<file path="src/rtl/uart_pkg.sv">
// Shared definitions for the memory-mapped UART transmitter: FSM state
// encoding, register offsets, STATUS bit layout and the bus request bundle.
package uart_pkg;

  // Transmit FSM states; anything other than IDLE reports busy.
  typedef enum logic [1:0] {
    IDLE  = 2'd0,
    START = 2'd1,
    DATA  = 2'd2,
    STOP  = 2'd3
  } tx_state_e;

  // Register offsets from the block base address.
  localparam logic [31:0] TXDATA_OFS = 32'h0000_0000;
  localparam logic [31:0] STATUS_OFS = 32'h0000_0004;

  // STATUS register layout.
  localparam int STAT_FULL_BIT  = 0;
  localparam int STAT_EMPTY_BIT = 1;
  localparam int STAT_BUSY_BIT  = 2;
  localparam int STAT_OVF_BIT   = 3;
  localparam int STAT_CNT_LSB   = 8;
  localparam int STAT_CNT_W     = 8;

  // Writing a 1 to this bit of STATUS clears the sticky overflow flag.
  localparam int OVF_CLR_BIT = STAT_OVF_BIT;

  // Processor data-port request as seen by this block.
  typedef struct packed {
    logic [31:0] addr;
    logic [31:0] wdata;
    logic        we;
    logic        re;
  } mmio_req_t;

  // Assemble the STATUS word; unlisted bits read as zero.
  function automatic logic [31:0] pack_status(input logic       full,
                                              input logic       empty,
                                              input logic       busy,
                                              input logic       ovf,
                                              input logic [7:0] cnt);
    logic [31:0] s;
    s                               = '0;
    s[STAT_FULL_BIT]                = full;
    s[STAT_EMPTY_BIT]               = empty;
    s[STAT_BUSY_BIT]                = busy;
    s[STAT_OVF_BIT]                 = ovf;
    s[STAT_CNT_LSB +: STAT_CNT_W]   = cnt;
    return s;
  endfunction

endpackage

</file>
<file path="src/rtl/sync_fifo.sv">
// Single-clock byte FIFO. The head entry is visible combinationally on rdata
// so a pop captures it on the same edge. A push while full is accepted only
// when a pop happens on that edge, which keeps the occupancy unchanged.
module sync_fifo #(
  parameter int WIDTH = 8,
  parameter int DEPTH = 8
) (
  input  logic                       clk,
  input  logic                       rst,
  input  logic                       push,
  input  logic [WIDTH-1:0]           wdata,
  input  logic                       pop,
  output logic [WIDTH-1:0]           rdata,
  output logic                       full,
  output logic                       empty,
  output logic [$clog2(DEPTH):0]     count
);

  localparam int AW = $clog2(DEPTH);
  localparam int CW = AW + 1;

  logic [WIDTH-1:0] mem [DEPTH];
  logic [AW-1:0]    wptr;
  logic [AW-1:0]    rptr;
  logic             do_push;
  logic             do_pop;

  assign full    = (count == CW'(DEPTH));
  assign empty   = (count == '0);
  assign do_pop  = pop && !empty;
  assign do_push = push && (!full || do_pop);
  assign rdata   = mem[rptr];

  // Storage array: written at the tail; no reset needed since count guards reads.
  always_ff @(posedge clk) begin
    if (do_push) mem[wptr] <= wdata;
  end

  // Pointers wrap naturally at DEPTH (power of two); count tracks occupancy.
  always_ff @(posedge clk or negedge rst) begin
    if (!rst) begin
      wptr  <= '0;
      rptr  <= '0;
      count <= '0;
    end else begin
      if (do_push) wptr <= wptr + AW'(1);
      if (do_pop)  rptr <= rptr + AW'(1);
      case ({do_push, do_pop})
        2'b10:   count <= count + CW'(1);
        2'b01:   count <= count - CW'(1);
        default: count <= count;
      endcase
    end
  end

endmodule

</file>
<file path="src/rtl/mmio_uart_tx.sv">
// Memory-mapped 8N1 UART transmitter. Sits beside data memory on the
// processor data port: read_data is zero for every address outside this
// block's two registers, so the system mux can simply select or OR it in.
// TXDATA (base+0) queues a byte; STATUS (base+4) reports FIFO/FSM state and
// a sticky overflow flag. tx is registered one cycle behind the FSM state,
// giving a two-edge latency from push to the start bit on an idle line.
module mmio_uart_tx
  import uart_pkg::*;
#(
  parameter logic [31:0] BASE_ADDR    = 32'h0000_1000,
  parameter int          CLKS_PER_BIT = 16,
  parameter int          FIFO_DEPTH   = 8
) (
  input  logic        clk,
  input  logic        rst,
  input  logic [31:0] addr,
  input  logic [31:0] write_data,
  input  logic        MemWrite,
  input  logic        MemRead,
  output logic [31:0] read_data,
  output logic        tx
);

  localparam int          CW          = $clog2(FIFO_DEPTH) + 1;
  localparam logic [31:0] TXDATA_ADDR = BASE_ADDR + TXDATA_OFS;
  localparam logic [31:0] STATUS_ADDR = BASE_ADDR + STATUS_OFS;
  localparam logic [15:0] BAUD_LAST   = 16'(CLKS_PER_BIT - 1);

  // Bus decode: exact address match rejects out-of-window and unaligned accesses.
  mmio_req_t req;
  logic      wr_txdata;
  logic      wr_status;
  logic      rd_status;

  assign req       = '{addr: addr, wdata: write_data, we: MemWrite, re: MemRead};
  assign wr_txdata = req.we && (req.addr == TXDATA_ADDR);
  assign wr_status = req.we && (req.addr == STATUS_ADDR);
  assign rd_status = req.re && (req.addr == STATUS_ADDR);

  // Byte queue between the bus and the serialiser.
  logic          fifo_pop;
  logic          fifo_full;
  logic          fifo_empty;
  logic [7:0]    fifo_head;
  logic [CW-1:0] fifo_count;

  sync_fifo #(
    .WIDTH (8),
    .DEPTH (FIFO_DEPTH)
  ) u_fifo (
    .clk   (clk),
    .rst   (rst),
    .push  (wr_txdata),
    .wdata (req.wdata[7:0]),
    .pop   (fifo_pop),
    .rdata (fifo_head),
    .full  (fifo_full),
    .empty (fifo_empty),
    .count (fifo_count)
  );

  // Serialiser state.
  tx_state_e   state;
  logic [15:0] baud_cnt;
  logic [2:0]  bit_cnt;
  logic [7:0]  shreg;
  logic        ovf;
  logic        ovf_set;
  logic        ovf_clr;
  logic        baud_done;

  // The FSM takes the head byte on any IDLE edge with data waiting.
  assign fifo_pop  = (state == IDLE) && !fifo_empty;
  assign baud_done = (baud_cnt == BAUD_LAST);

  // A push lost to a full FIFO (no same-edge pop) flags overflow.
  assign ovf_set = wr_txdata && fifo_full && !fifo_pop;
  assign ovf_clr = wr_status && req.wdata[OVF_CLR_BIT];

  // Sticky overflow flag; a set on the same edge as a clear takes priority.
  always_ff @(posedge clk or negedge rst) begin
    if (!rst)         ovf <= 1'b0;
    else if (ovf_set) ovf <= 1'b1;
    else if (ovf_clr) ovf <= 1'b0;
  end

  // Frame FSM: start bit, 8 data bits LSB first, stop bit; tx follows state by one cycle.
  always_ff @(posedge clk or negedge rst) begin
    if (!rst) begin
      state    <= IDLE;
      baud_cnt <= '0;
      bit_cnt  <= '0;
      shreg    <= '0;
      tx       <= 1'b1;
    end else begin
      case (state)
        IDLE: begin
          tx <= 1'b1;
          if (!fifo_empty) begin
            shreg    <= fifo_head;
            baud_cnt <= '0;
            state    <= START;
          end
        end
        START: begin
          tx <= 1'b0;
          if (baud_done) begin
            baud_cnt <= '0;
            bit_cnt  <= '0;
            state    <= DATA;
          end else begin
            baud_cnt <= baud_cnt + 16'd1;
          end
        end
        DATA: begin
          tx <= shreg[0];
          if (baud_done) begin
            baud_cnt <= '0;
            shreg    <= {1'b0, shreg[7:1]};
            if (bit_cnt == 3'd7) begin
              bit_cnt <= '0;
              state   <= STOP;
            end else begin
              bit_cnt <= bit_cnt + 3'd1;
            end
          end else begin
            baud_cnt <= baud_cnt + 16'd1;
          end
        end
        STOP: begin
          tx <= 1'b1;
          if (baud_done) begin
            baud_cnt <= '0;
            state    <= IDLE;
          end else begin
            baud_cnt <= baud_cnt + 16'd1;
          end
        end
        default: begin
          tx       <= 1'b1;
          baud_cnt <= '0;
          bit_cnt  <= '0;
          state    <= IDLE;
        end
      endcase
    end
  end

  // Load path: STATUS on a matching read, zero otherwise (TXDATA reads as zero too).
  logic [31:0] status;
  assign status    = pack_status(fifo_full, fifo_empty, state != IDLE, ovf, 8'(fifo_count));
  assign read_data = rd_status ? status : 32'h0;

  // Only the low byte and the overflow-clear bit of store data matter here.
  logic unused_wdata;
  assign unused_wdata = ^req.wdata[31:8];

endmodule

</file>
<file path="config.mk">
export PLATFORM = sky130hd
export DESIGN_NAME = mmio_uart_tx
export DESIGN_NICKNAME = d
export VERILOG_FILES = /design/src/rtl/uart_pkg.sv /design/src/rtl/sync_fifo.sv /design/src/rtl/mmio_uart_tx.sv
export SDC_FILE = /design/constraint.sdc
export NUM_CORES = 1
export LEC_CHECK = 0
export ABC_CLOCK_PERIOD_IN_PS = 2900
export CORE_MARGIN = 2
export CORE_UTILIZATION = 45
export CTS_CLUSTER_DIAMETER = 40
export DETAILED_ROUTE_END_ITERATION = 8
export HOLD_SLACK_MARGIN = 0.12
export PLACE_DENSITY = 0.74
export SKIP_LAST_GASP = 1
export SLEW_MARGIN = 20
export SYNTH_ARGS = -nofsm -noshare
export SYNTH_HDL_FRONTEND = slang
export SYNTH_SLANG_ARGS = --single-unit
</file>
<file path="constraint.sdc">
create_clock -name clk -period 2.9 [get_ports clk]
set_clock_uncertainty 0.15 [all_clocks]
set_input_delay 0.29 -clock clk [delete_from_list [all_inputs] [get_ports clk]]
set_output_delay 0.29 -clock clk [all_outputs]
set_load 0.02 [all_outputs]
</file>
==> impl_metrics.json <==
{
  "timing_worst_slew_pin_value_ps": 955,
  "period_needed_ps": 2910,
  "grt_pass1_vias": 3493,
  "cp_top_family": "simple AND/OR/NAND/NOR gates",
  "fin_ws_ps": -7.89,
  "final_cell_mix": "edfxtp_1 (64), clkdlybuf4s50_1 (46), dfrtp_1 (40)",
  "rows": 39,
  "ant_nets": 0,
  "fmax_ghz": 0.344,
  "routed_wl_um": 10800,
  "seqPwrFrac_pct": 55.5,
  "ys.flop_type": "edfxtp_1",
  "dp_hpwl_um": 7480,
  "path_clk_slew_ps": 70,
  "drive_above_1_share_pct": 18.5,
  "drt_iter0_drc": 180,
  "min_from": "bit_cnt[2]",
  "power.switching_uw": 618,
  "cpMostUsedCell": "xor2_1",
  "crit_arrival_ps": 2990,
  "path_buf_inv": 2,
  "cp.depth": 12,
  "grt_max_degree": 42,
  "p_per_area_mw_per_mm2": 453,
  "nets": 556,
  "wl_per_cell_um": 17.3,
  "post_dp_cell_area_mm2": 0.00597,
  "layout_commonest_cell": "edfxtp_1",
  "sw_frac_of_total_pct": 21.5,
  "area.growth.synth_to_final_pct": 20.8,
  "cts_tree": "built",
  "violations": "setup timing",
  "ys_types": 58,
  "critPathKind": "input port to flip-flop",
  "htree_levels": 3,
  "cp-start-kind": "input port",
  "slowest_stage": "or4b_4",
  "die_w_um": 112,
  "final_util_pct": 55.6,
  "root_buffer": "clkbuf_16",
  "worstPathCellList": "clkdlybuf4s50_1 > nor4_1 > nand4_1 > buf_4 > or4b_4 > ha_1 > xor2_1 > ha_1 > a21oi_1 > xor2_1 > nor2_1 > xor2_1",
  "power_leakage_uw": 0.00246,
  "n_antenna_cell": 0,
  "start_util_pct": 46.0,
  "hold_path_class": "flip-flop to flip-flop",
  "boundaryPins": 101,
  "clk_path_buf_depth": 2,
  "slowest_delay_ps": 510,
  "endpoint": "u_fifo.count[2]",
  "via_per_inst": 5.60,
  "grt_pass1_wl_um": 17800,
  "slew_viol_final": 0,
  "vias": 3488,
  "gr-total-overflow": 0,
  "track_usage_pct": 17.7,
  "async_flop_share_pct": 39.0,
  "peakVddDrop_v": 0.000448,
  "dr.pass1.iters": 5,
  "yosysSeqAreaShare_pct": 56.1,
  "insertion_delay_ps": 340,
  "hold_viol_final": 0,
  "intPower_uw": 2260,
  "worstRegToRegCells": 12,
  "postLayoutCellArea_mm2": 0.00635,
  "r2r_slack_ps": 80,
  "drc_errors": 0,
  "clock_sinks": 105,
  "period_share_pct": 100,
  "yosysWarnings": 0,
  "place.gp.congestion": 0.828,
  "avgSynthCellArea_um2": 13.2,
  "place_ws_ps": -297,
  "pwr-share-comb_pct": 4.7,
  "yosys_register_bits": 105,
  "crit_start": "addr[22]",
  "portBuffers": 52,
  "cp-end-kind": "flip-flop",
  "core_mm2": 0.0114,
  "status": "finished with violations",
  "worstPathRequired_ps": 2980,
  "setup_viol": 1,
  "clkPwrFrac_pct": 39.8,
  "reg2reg_from": "state[1]",
  "synth_edf_count": 64,
  "syn-cell-area_mm2": 0.00526,
  "die_h_um": 112,
  "reg2reg_to": "u_fifo.count[2]",
  "rsz0062_at_grt": "yes",
  "cap_violations": 0,
  "netlist_instances": 397,
  "cp_max_fo": 2,
  "antenna_found_initial": 0,
  "dieArea_mm2": 0.0126,
  "numCtsBuffers": 9,
  "relSlewSlack_pct": 36.3
}
==> cell type report <==
class	count	area [µm²]
fillers	913	5070
flip-flops and latches	105	2950
multi-input cells	261	2110
repair buffers	86	782
clock buffers	11	233
well taps	143	179
clock inverters	5	48.8
inverters	12	45.0
==> how the worst min path moves through the flow <==
stage	cells past startpoint	end	slack [ps]
global placement	1	baud_cnt[13]	330
floorplan	0	baud_cnt[0]	-160
global route	1	bit_cnt[2]	370
CTS	1	bit_cnt[2]	360
finish	1	bit_cnt[2]	350
detailed placement	1	bit_cnt[2]	340
==> cell families (layout without fill, tap and decap cells) <==
logic type / count (synthesis) / in the layout / share of synthesized area [%]
adders and majority gates: 13 / 13 / 3.10
muxes: 36 / 36 / 10.8
and+or+nand+nor: 114 / 114 / 13.0
buffers and inverters: 54 / 114 / 6.62
DFF: 105 / 105 / 56.1
xor gates and xnor gates: 11 / 11 / 1.83
AOI/OAI and AO/OA: 63 / 63 / 8.50
other: 1 / 24 / 0.0714
==> per-stage QoR <==
stage          hold slack (ps)  power [µW]  TNS (ps)  instances
6_report                   353        2880     -7.89        623
5_1_grt                    372        2970      -242        623
4_1_cts                    359        2900         0        622
3_5_place_dp               343        1760     -1240        605
3_3_place_gp               334        1750      -591        605
2_1_floorplan             -156        1690         0        420
==> repair_timing <==
| action | 4_1_cts | 5_1_grt |
|---|---|---|
| setup endpoints to repair | 5 | 6 |
| hold buffers | 1 | 0 |
| endpoints found under the hold margin | 40 | 0 |
| pin swaps | 0 | 1 |
| buffers inserted | 0 | 1 |
| gates resized for setup | 7 | 10 |
==> power by group through the flow <==
stage	Clock, µW	Combinational [µW]	Sequential (µW)
6_report	1140	135	1600
2_1_floorplan	0	64.9	1630
3_3_place_gp	0	125	1630
3_5_place_dp	0	128	1630
5_1_grt	1230	147	1600
4_1_cts	1170	133	1600
==> sequential cells by signal, indices dropped and copies added (netlist names) <==
name          cells
bit_cnt           3
tx                1
ovf               1
baud_cnt         16
shreg             8
u_fifo.count      4
u_fifo.mem       64
state             2
u_fifo.wptr       3
u_fifo.rptr       3
==> routing by layer <==
metal / routed length [µm] / track usage (%) / vias up
li1: - / - / 1642
met1: 4420 / 22.2 / 1736
met2: 5780 / 32.1 / 99
met3: 451 / 3.29 / 11
met4: 119 / 3.98 / 0
met5: 0 / 0 / -
==> cells in the mapped netlist (all sizes together) (5+ instances only) <==
cell type	n	area share [%]
nand4	6	0.71
clkbuf	5	0.36
a21oi	11	1.1
buf	37	5.4
nor3	8	0.76
and2	6	0.71
a211oi	8	1.1
nor2	29	2.3
mux2	5	1.1
xnor2	6	1.0
nand3	5	0.48
nor4	20	3.1
mux2i	15	2.9
o21ai	12	1.1
nand2	12	0.86
mux4	16	6.9
ha	13	3.1
dfrtp	40	19
edfxtp	64	37
and4	5	0.83
a221oi	7	1.2
a21o	6	0.88
inv	12	0.86
xor2	5	0.83
No activity file was read; power rests on OpenSTA's default activity.
